<file path="config.mk">
export PLATFORM = sky130hd
export DESIGN_NAME = vc_sync_fifo
export DESIGN_NICKNAME = d
export VERILOG_FILES = /design/src/rtl/vc_sync_fifo.sv
export SDC_FILE = /design/constraint.sdc
export NUM_CORES = 1
export LEC_CHECK = 0
export ABC_AREA = 1
export CAP_MARGIN = 0
export CELL_PAD_IN_SITES_DETAIL_PLACEMENT = 1
export CELL_PAD_IN_SITES_GLOBAL_PLACEMENT = 1
export CORE_MARGIN = 2
export CORE_UTILIZATION = 49
export DETAILED_ROUTE_END_ITERATION = 10
export PLACE_DENSITY = 0.86
export SYNTH_ARGS = -nofsm -noshare
export SYNTH_HDL_FRONTEND = slang
export SYNTH_SLANG_ARGS = --single-unit
</file>
<file path="constraint.sdc">
create_clock -name clk -period 4.1 [get_ports clk]
set_input_delay 1.23 -clock clk [delete_from_list [all_inputs] [get_ports clk]]
set_output_delay 1.23 -clock clk [all_outputs]
set_load 0.01 [all_outputs]
</file>
<file path="src/rtl/vc_sync_fifo.sv">
// vc_sync_fifo: single-clock multi-virtual-channel flit buffer for a router input port.
// All VCs share one storage array addressed {vc, ptr}; each VC keeps its own pointers,
// occupancy count, registered full/empty/threshold flags. Sticky error flags record
// writes dropped on a full VC and reads ignored on an empty VC.
// Ports:
//   clk, rst             clock, asynchronous active-high reset
//   wr_en/wr_vc/wr_data  write request, target VC, flit
//   rd_en/rd_vc          read request, source VC
//   rd_data/rd_valid     registered read data, valid one cycle after an accepted read
//   full/almost_full     per-VC full and count >= AF_LEVEL
//   empty/almost_empty   per-VC empty and count <= AE_LEVEL
//   count                per-VC occupancy, VC v in bits [v*CW +: CW]
//   ovf_err/udf_err      sticky overflow / underflow
module vc_sync_fifo #(
    parameter int unsigned DATA_WIDTH = 32,
    parameter int unsigned DEPTH      = 8,
    parameter int unsigned VC_NUM     = 2,
    parameter int unsigned AF_LEVEL   = 6,
    parameter int unsigned AE_LEVEL   = 2,
    localparam int unsigned VCW = (VC_NUM > 1) ? $clog2(VC_NUM) : 1,
    localparam int unsigned CW  = $clog2(DEPTH) + 1
) (
    input  logic                   clk,
    input  logic                   rst,
    input  logic                   wr_en,
    input  logic [VCW-1:0]         wr_vc,
    input  logic [DATA_WIDTH-1:0]  wr_data,
    input  logic                   rd_en,
    input  logic [VCW-1:0]         rd_vc,
    output logic [DATA_WIDTH-1:0]  rd_data,
    output logic                   rd_valid,
    output logic [VC_NUM-1:0]      full,
    output logic [VC_NUM-1:0]      almost_full,
    output logic [VC_NUM-1:0]      empty,
    output logic [VC_NUM-1:0]      almost_empty,
    output logic [VC_NUM*CW-1:0]   count,
    output logic                   ovf_err,
    output logic                   udf_err
);

    localparam int unsigned PW  = $clog2(DEPTH);
    localparam int unsigned AW  = VCW + PW;
    localparam int unsigned MEM = 1 << AW;

    logic [DATA_WIDTH-1:0] r_mem [MEM];
    logic [PW-1:0]         r_wr_ptr [VC_NUM];
    logic [PW-1:0]         r_rd_ptr [VC_NUM];
    logic [CW-1:0]         r_count  [VC_NUM];
    logic [CW-1:0]         w_cnt_nxt [VC_NUM];

    logic [VC_NUM-1:0]     r_full, r_af, r_empty, r_ae;
    logic [VC_NUM-1:0]     w_wr_hit, w_rd_hit, w_wr_acc, w_rd_acc;
    logic [AW-1:0]         w_wr_addr, w_rd_addr;
    logic [DATA_WIDTH-1:0] r_rd_data;
    logic                  r_rd_valid, r_ovf, r_udf;

    // Request decode; a VC index >= VC_NUM matches no VC and is silently ignored.
    // Acceptance uses start-of-cycle flags only, so there is no write-to-read bypass.
    always_comb begin
        w_wr_hit  = '0;
        w_rd_hit  = '0;
        w_wr_acc  = '0;
        w_rd_acc  = '0;
        w_wr_addr = '0;
        w_rd_addr = '0;
        for (int v = 0; v < VC_NUM; v++) begin
            w_wr_hit[v] = wr_en && (wr_vc == VCW'(v));
            w_rd_hit[v] = rd_en && (rd_vc == VCW'(v));
            w_wr_acc[v] = w_wr_hit[v] && !r_full[v];
            w_rd_acc[v] = w_rd_hit[v] && !r_empty[v];
            if (w_wr_hit[v]) w_wr_addr = {VCW'(v), r_wr_ptr[v]};
            if (w_rd_hit[v]) w_rd_addr = {VCW'(v), r_rd_ptr[v]};
            case ({w_wr_acc[v], w_rd_acc[v]})
                2'b10:   w_cnt_nxt[v] = r_count[v] + CW'(1);
                2'b01:   w_cnt_nxt[v] = r_count[v] - CW'(1);
                default: w_cnt_nxt[v] = r_count[v];
            endcase
        end
    end

    // Flit storage; not reset, stale contents are unreachable after reset.
    always_ff @(posedge clk) begin
        if (|w_wr_acc) r_mem[w_wr_addr] <= wr_data;
    end

    // Pointers, counts, flags and read port.
    always_ff @(posedge clk or posedge rst) begin
        if (rst) begin
            for (int v = 0; v < VC_NUM; v++) begin
                r_wr_ptr[v] <= '0;
                r_rd_ptr[v] <= '0;
                r_count[v]  <= '0;
            end
            r_full     <= '0;
            r_af       <= '0;
            r_empty    <= '1;
            r_ae       <= '1;
            r_rd_data  <= '0;
            r_rd_valid <= 1'b0;
            r_ovf      <= 1'b0;
            r_udf      <= 1'b0;
        end else begin
            for (int v = 0; v < VC_NUM; v++) begin
                if (w_wr_acc[v]) r_wr_ptr[v] <= r_wr_ptr[v] + PW'(1);
                if (w_rd_acc[v]) r_rd_ptr[v] <= r_rd_ptr[v] + PW'(1);
                r_count[v] <= w_cnt_nxt[v];
                r_full[v]  <= (w_cnt_nxt[v] == CW'(DEPTH));
                r_empty[v] <= (w_cnt_nxt[v] == '0);
                r_af[v]    <= (w_cnt_nxt[v] >= CW'(AF_LEVEL));
                r_ae[v]    <= (w_cnt_nxt[v] <= CW'(AE_LEVEL));
            end
            r_rd_valid <= |w_rd_acc;
            if (|w_rd_acc) r_rd_data <= r_mem[w_rd_addr];
            r_ovf <= r_ovf | (|(w_wr_hit & r_full));
            r_udf <= r_udf | (|(w_rd_hit & r_empty));
        end
    end

    // Pack per-VC counts onto the flat output bus.
    always_comb begin
        count = '0;
        for (int v = 0; v < VC_NUM; v++) count[v*CW +: CW] = r_count[v];
    end

    assign rd_data      = r_rd_data;
    assign rd_valid     = r_rd_valid;
    assign full         = r_full;
    assign almost_full  = r_af;
    assign empty        = r_empty;
    assign almost_empty = r_ae;
    assign ovf_err      = r_ovf;
    assign udf_err      = r_udf;

endmodule

</file>
Yosys cells after proc, flatten, opt, wreduce, memory -nomap -nowiden. Memory sizes are Yosys's and may differ from the RTL's. A register that Yosys moved wholly into a read port is not among the register bits. Cells that the tools add are included.

Output and inout port bits: 51. Logic and storage cells: 64. Memories: 1. Bits in registers: 31. RAM bits: 512. Input bits: 38.

Memories: r_mem (words 16, bits a word 32, read ports 1, clocked after Yosys merged registers in 1, write ports 1, RTL line 45) `logic [DATA_WIDTH-1:0] r_mem [MEM];`.

Add/sub/neg operators: 8. Reductions and logical operators: 18. $lt $le $gt $ge: 4. Eq/ne operators: 6. Bitwise operators: 6. Multiplexer cells: 8.

Operator list (count): case mux 4 bit (2 select lines) (2); adder 3 x 1 -> 3 bit, second input constant (4); adder 4 x 1 -> 4 bit, second input constant (2); equality test 4 bit, second input constant (2); >= comparator 4 x 3 -> 1 bit, second input constant (2); <= comparator 4 x 2 -> 1 bit, second input constant (2); logical AND 1 bit (8); zero test 4 bit (2); two-way mux 4 bit (2); OR reduction 2 bit (4); subtractor 4 x 1 -> 4 bit, second input constant (2); two-way mux 3 bit (2); AND 2 bit (2); equality test 2 x 1 -> 1 bit, second input constant (2); equality test 2 bit, second input constant (2); zero test 1 bit (4); two-way mux 1 bit (2); inverter 1 bit (2); bitwise OR 1 bit (2).

Depth between registers and ports, before layout.
Depth after elaboration: 6. Mapped depth: 14. Mapped depth without buffers: 14.

Worst setup path after synthesis. No wires, ideal clock.

Kind: input port to flip-flop. Start point: in wr_en. End point: mem r_mem[1][0] (enable). Path slack: 0.201 ns. Stages: 7. Data arrival time: 3.478 ns. Path buffers: 0. Setup time: 0.421 ns. Required time: 3.679 ns. Cells stage by stage: inv_1 > nor2_1 > inv_1 > nor2_1 > inv_1 > or2_2 > nor2_1.

Longest elaborated chain between the ends: 5. Elaborated cells on any way between the ends: 9. Classes of those cells: mux: 4; reduce/logical: 5.

RTL lines: from (decl) (RTL line 25) `input logic wr_en,`; logical AND 1 bit (RTL line 67) `w_wr_hit[v] = wr_en && (wr_vc == VCW'(v));`; logical AND 1 bit (RTL line 69) `w_wr_acc[v] = w_wr_hit[v] && !r_full[v];`; OR reduction 2 bit (RTL line 83) `if (|w_wr_acc) r_mem[w_wr_addr] <= wr_data;`; two-way mux 1 bit (RTL line 83); two-way mux 1 bit (implied by the code) (RTL line 83); to (decl) (RTL line 45).

Several ways; a longest one is shown, not always the timed one.

Worst setup path in the final report.
Start point: in wr_en. End point: reg r_full[0], in the netlist full[0].

Longest elaborated chain between the ends: 5. Elaborated cells on any way between the ends: 6. Classes of those cells: eq/ne: 3; mux: 1; reduce/logical: 2.

RTL lines: logical AND 1 bit * (RTL line 67); logical AND 1 bit * (RTL line 69); equality test 2 x 1 -> 1 bit / equality test 2 bit (equally long branches) (RTL line 73) `case ({w_wr_acc[v], w_rd_acc[v]})`; case mux 4 bit (2 select lines) * (RTL line 73); equality test 4 bit * (RTL line 107) `r_full[v] <= (w_cnt_nxt[v] == CW'(DEPTH));`; to (signal, indexed assignment) (RTL line 107); to (decl) (RTL line 51) `logic [VC_NUM-1:0] r_full, r_af, r_empty, r_ae;`.

Mark *: on every way between the ends. The rest lies on a longest branch, timed or not. A chain may end at the register's enable or synchronous reset.

==> results.json <==
{
  "startpoint_type": "primary input",
  "first_pass_iters": 6,
  "skew_ns": 0.0182,
  "clock_path_buffers": 3,
  "p_per_area_mw_per_mm2": 608,
  "status": "complete, no violations",
  "grt_pass1_wl_mm": 124,
  "insertion_delay_ns": 0.63,
  "cts_made_buffers": 58,
  "hold-worst-slack_ns": 0.480,
  "worst_slew_pin_slew_ns": 1.18,
  "pwr-share-seq_pct": 41.5,
  "swShare_pct": 32.6,
  "netlist_area_sq_mm": 0.0249,
  "synthFlopType": "edfxtp_1",
  "die_area_sq_mm": 0.0527,
  "drt_iter0_markers": 2294,
  "cts_tree": "built",
  "rsz0062_at_grt": "no",
  "cts_sinks": 575,
  "antenna_found_initial": 2,
  "endpoint_kind": "flop",
  "detail_route.wl_per_cell_microns": 26.1,
  "fp.dieW_microns": 229,
  "dp_hpwl_mm": 44.4,
  "fp.coreArea_sq_mm": 0.0502,
  "grt_pass1_vias": 20700,
  "cap_violations": 0,
  "worstPathArrival_ns": 3.92,
  "finalSetupViolCount": 0,
  "portBuffers": 88,
  "die_h_microns": 229,
  "p_switching_uw": 5770,
  "synth_edf_count": 512,
  "power_leakage_uw": 0.0120,
  "grt_overflow": 0,
  "syn_nets": 2392,
  "drtAntennaViolNets": 0,
  "synth_cell_type_count": 25,
  "root_buffer": "clkbuf_16",
  "power_uw": 17700,
  "routed_wirelength_mm": 82.1,
  "hold_path_class": "flop to flop",
  "numPlacedInstances": 3033,
  "synth_common_cells": "nand3_1 (587), nand2_1 (548), edfxtp_1 (512), inv_1 (352), buf_2 (81)",
  "combPwrFrac_pct": 26.3,
  "start_util_pct": 49.7,
  "nFillCells": 5146,
  "finalHoldViolCount": 0,
  "cts_resized": 0,
  "drc": 0,
  "placed_cell_area_sq_mm": 0.0270,
  "synth_top_area_share_pct": 61.7,
  "setup_tns_ns": 0,
  "num-nets-final": 2469,
  "max_slew_margin_pct": 21.4,
  "min_path_cells": 2,
  "cp_data_required_time_ns": 4.61,
  "clkTransAtPathRegs_ns": 0.06,
  "clockPowerShare_pct": 32.2,
  "grt_util_all_layers_pct": 31.3,
  "synthTopCellsByArea": "edfxtp_1 (62%), nand3_1 (12%), nand2_1 (8.3%), dfrtp_1 (5.9%), inv_1 (5.3%)",
  "fmax_ghz": 0.293,
  "rows": 82,
  "criticalPathCategory": "primary input to flop",
  "syn_to_final_growth_pct": 16.6,
  "yosys.area.top_type": "edfxtp_1",
  "io_pins": 89,
  "cts_max_level": 2,
  "syn_area_per_cell_sq_um": 10.6,
  "grt_max_degree": 163,
  "drive_above_1_share_pct": 7.81,
  "final_area_sq_mm": 0.0291,
  "via_count": 18800,
  "fin_cells": 3145,
  "synth.most_common_cell": "nand3_1",
  "drv_slew": 0,
  "cts_hold_buf": 0,
  "async_flop_share_pct": 11.0,
  "syn_inst": 2344,
  "min_period_ns": 3.41,
  "ys_ff_latch": 575,
  "ir_worst_vdd_mv": 0.508,
  "cts_setup_buffers": 0,
  "period_share_pct": 83.2,
  "reg2reg_depth": 11,
  "intPower_uw": 11900,
  "yosys_warnings": 0,
  "gp_congestion": 0.789,
  "worstPathMaxFanout": 3,
  "via_per_inst": 5.98,
  "yosysSeqAreaShare_pct": 68.1
}
-- worst paths after layout --
kind                            slack (ns)        start          end
worst max-delay path                  0.69        wr_en      full[0]
worst min-delay path                  0.48  rd_data[26]  rd_data[26]
worst max register to register        1.63      full[1]      full[1]
worst min register to register        0.48  rd_data[26]  rd_data[26]
max in group asynchronous             2.08          rst  r_wr_ptr[3]
min in group asynchronous             1.20          rst  rd_data[29]
-- metal layers --
metal	global-route usage, %	routed length [microns]	share of wire [%]	up-vias
li1	-	-	-	7996
met1	37.5	30200	37	9427
met2	54.6	42100	51	1088
met3	4.69	5990	7.3	283
met4	16.9	3870	4.7	2
met5	0	10	0.012	-
-- power groups by stage --
stage	clock, uW	sequential (uW)	combinational (uW)
final	5680	7340	4650
after global routing	5880	7380	5000
after CTS	5710	7330	4620
after detailed placement	0	7430	4450
after global placement	0	7390	4140
after floorplan	0	7460	2430
-- final cells by class --
type | instances | area, sq um | share of cell area, %
clock inverters | 30 | 362 | 1.24
well taps | 672 | 841 | 2.89
clock buffers | 80 | 1660 | 5.71
diodes | 2 | 5.00 | 0.0172
inverters | 354 | 1330 | 4.59
flip-flops and latches | 575 | 17000 | 58.4
repair buffers | 154 | 1730 | 5.94
multi-input cells | 1278 | 6180 | 21.3
-- cell usage in the layout (no fill, tap or decap), types with 13 or more instances in the layout --
master | Yosys | layout
nand2_1 | 548 | 544
nand3_1 | 587 | 586
clkbuf_16 | 0 | 61
buf_4 | 3 | 38
inv_1 | 352 | 349
clkbuf_1 | 41 | 13
clkdlybuf4s50_1 | 0 | 88
edfxtp_1 | 512 | 512
nor2_4 | 0 | 16
dfrtp_1 | 59 | 59
buf_12 | 0 | 28
nand3b_1 | 65 | 65
-- kinds of logic (layout without fill, tap and decap cells) --
family / after synthesis / in the layout / share of synthesized area (%)
AOI/OAI and AO/OA: 18 / 18 / 0.437
xor gates and xnor gates: 14 / 14 / 0.492
adders and majority gates: 10 / 10 / 0.502
buffers and inverters: 491 / 618 / 7.85
DFF: 575 / 575 / 68.1
other: 0 / 2 / 0
and+or+nand+nor: 1236 / 1236 / 22.7
-- registers in the layout, summed over array words and instances, names as in the netlist --
signal	flops
udf_err	1
count	8
rd_data	32
rd_valid	1
r_mem	512
almost_empty	2
r_rd_ptr	6
almost_full	2
empty	2
ovf_err	1
r_wr_ptr	6
full	2
-- stage by stage --
step / util (%) / setup slack (ns)
2_1_floorplan: - / 0.201
3_3_place_gp: 53.9 / 0.354
3_5_place_dp: 53.9 / 0.179
4_1_cts: 57.9 / 0.724
5_1_grt: 57.9 / 0.522
6_report: 57.9 / 0.687
-- critical path, stage by stage --
cell             delay, ns
clkdlybuf4s50_1       0.50
inv_1                 0.05
nor2_1                0.16
inv_1                 0.11
nor2_1                0.18
inv_1                 0.11
ha_1                  0.27
xor2_1                0.29
ha_1                  0.22
a21oi_1               0.07
or2_2                 0.31
nand3_1               0.07
o21ai_0               0.15
nand3_1               0.14
a21oi_1               0.05
No activity file was read; power rests on OpenSTA's default activity.
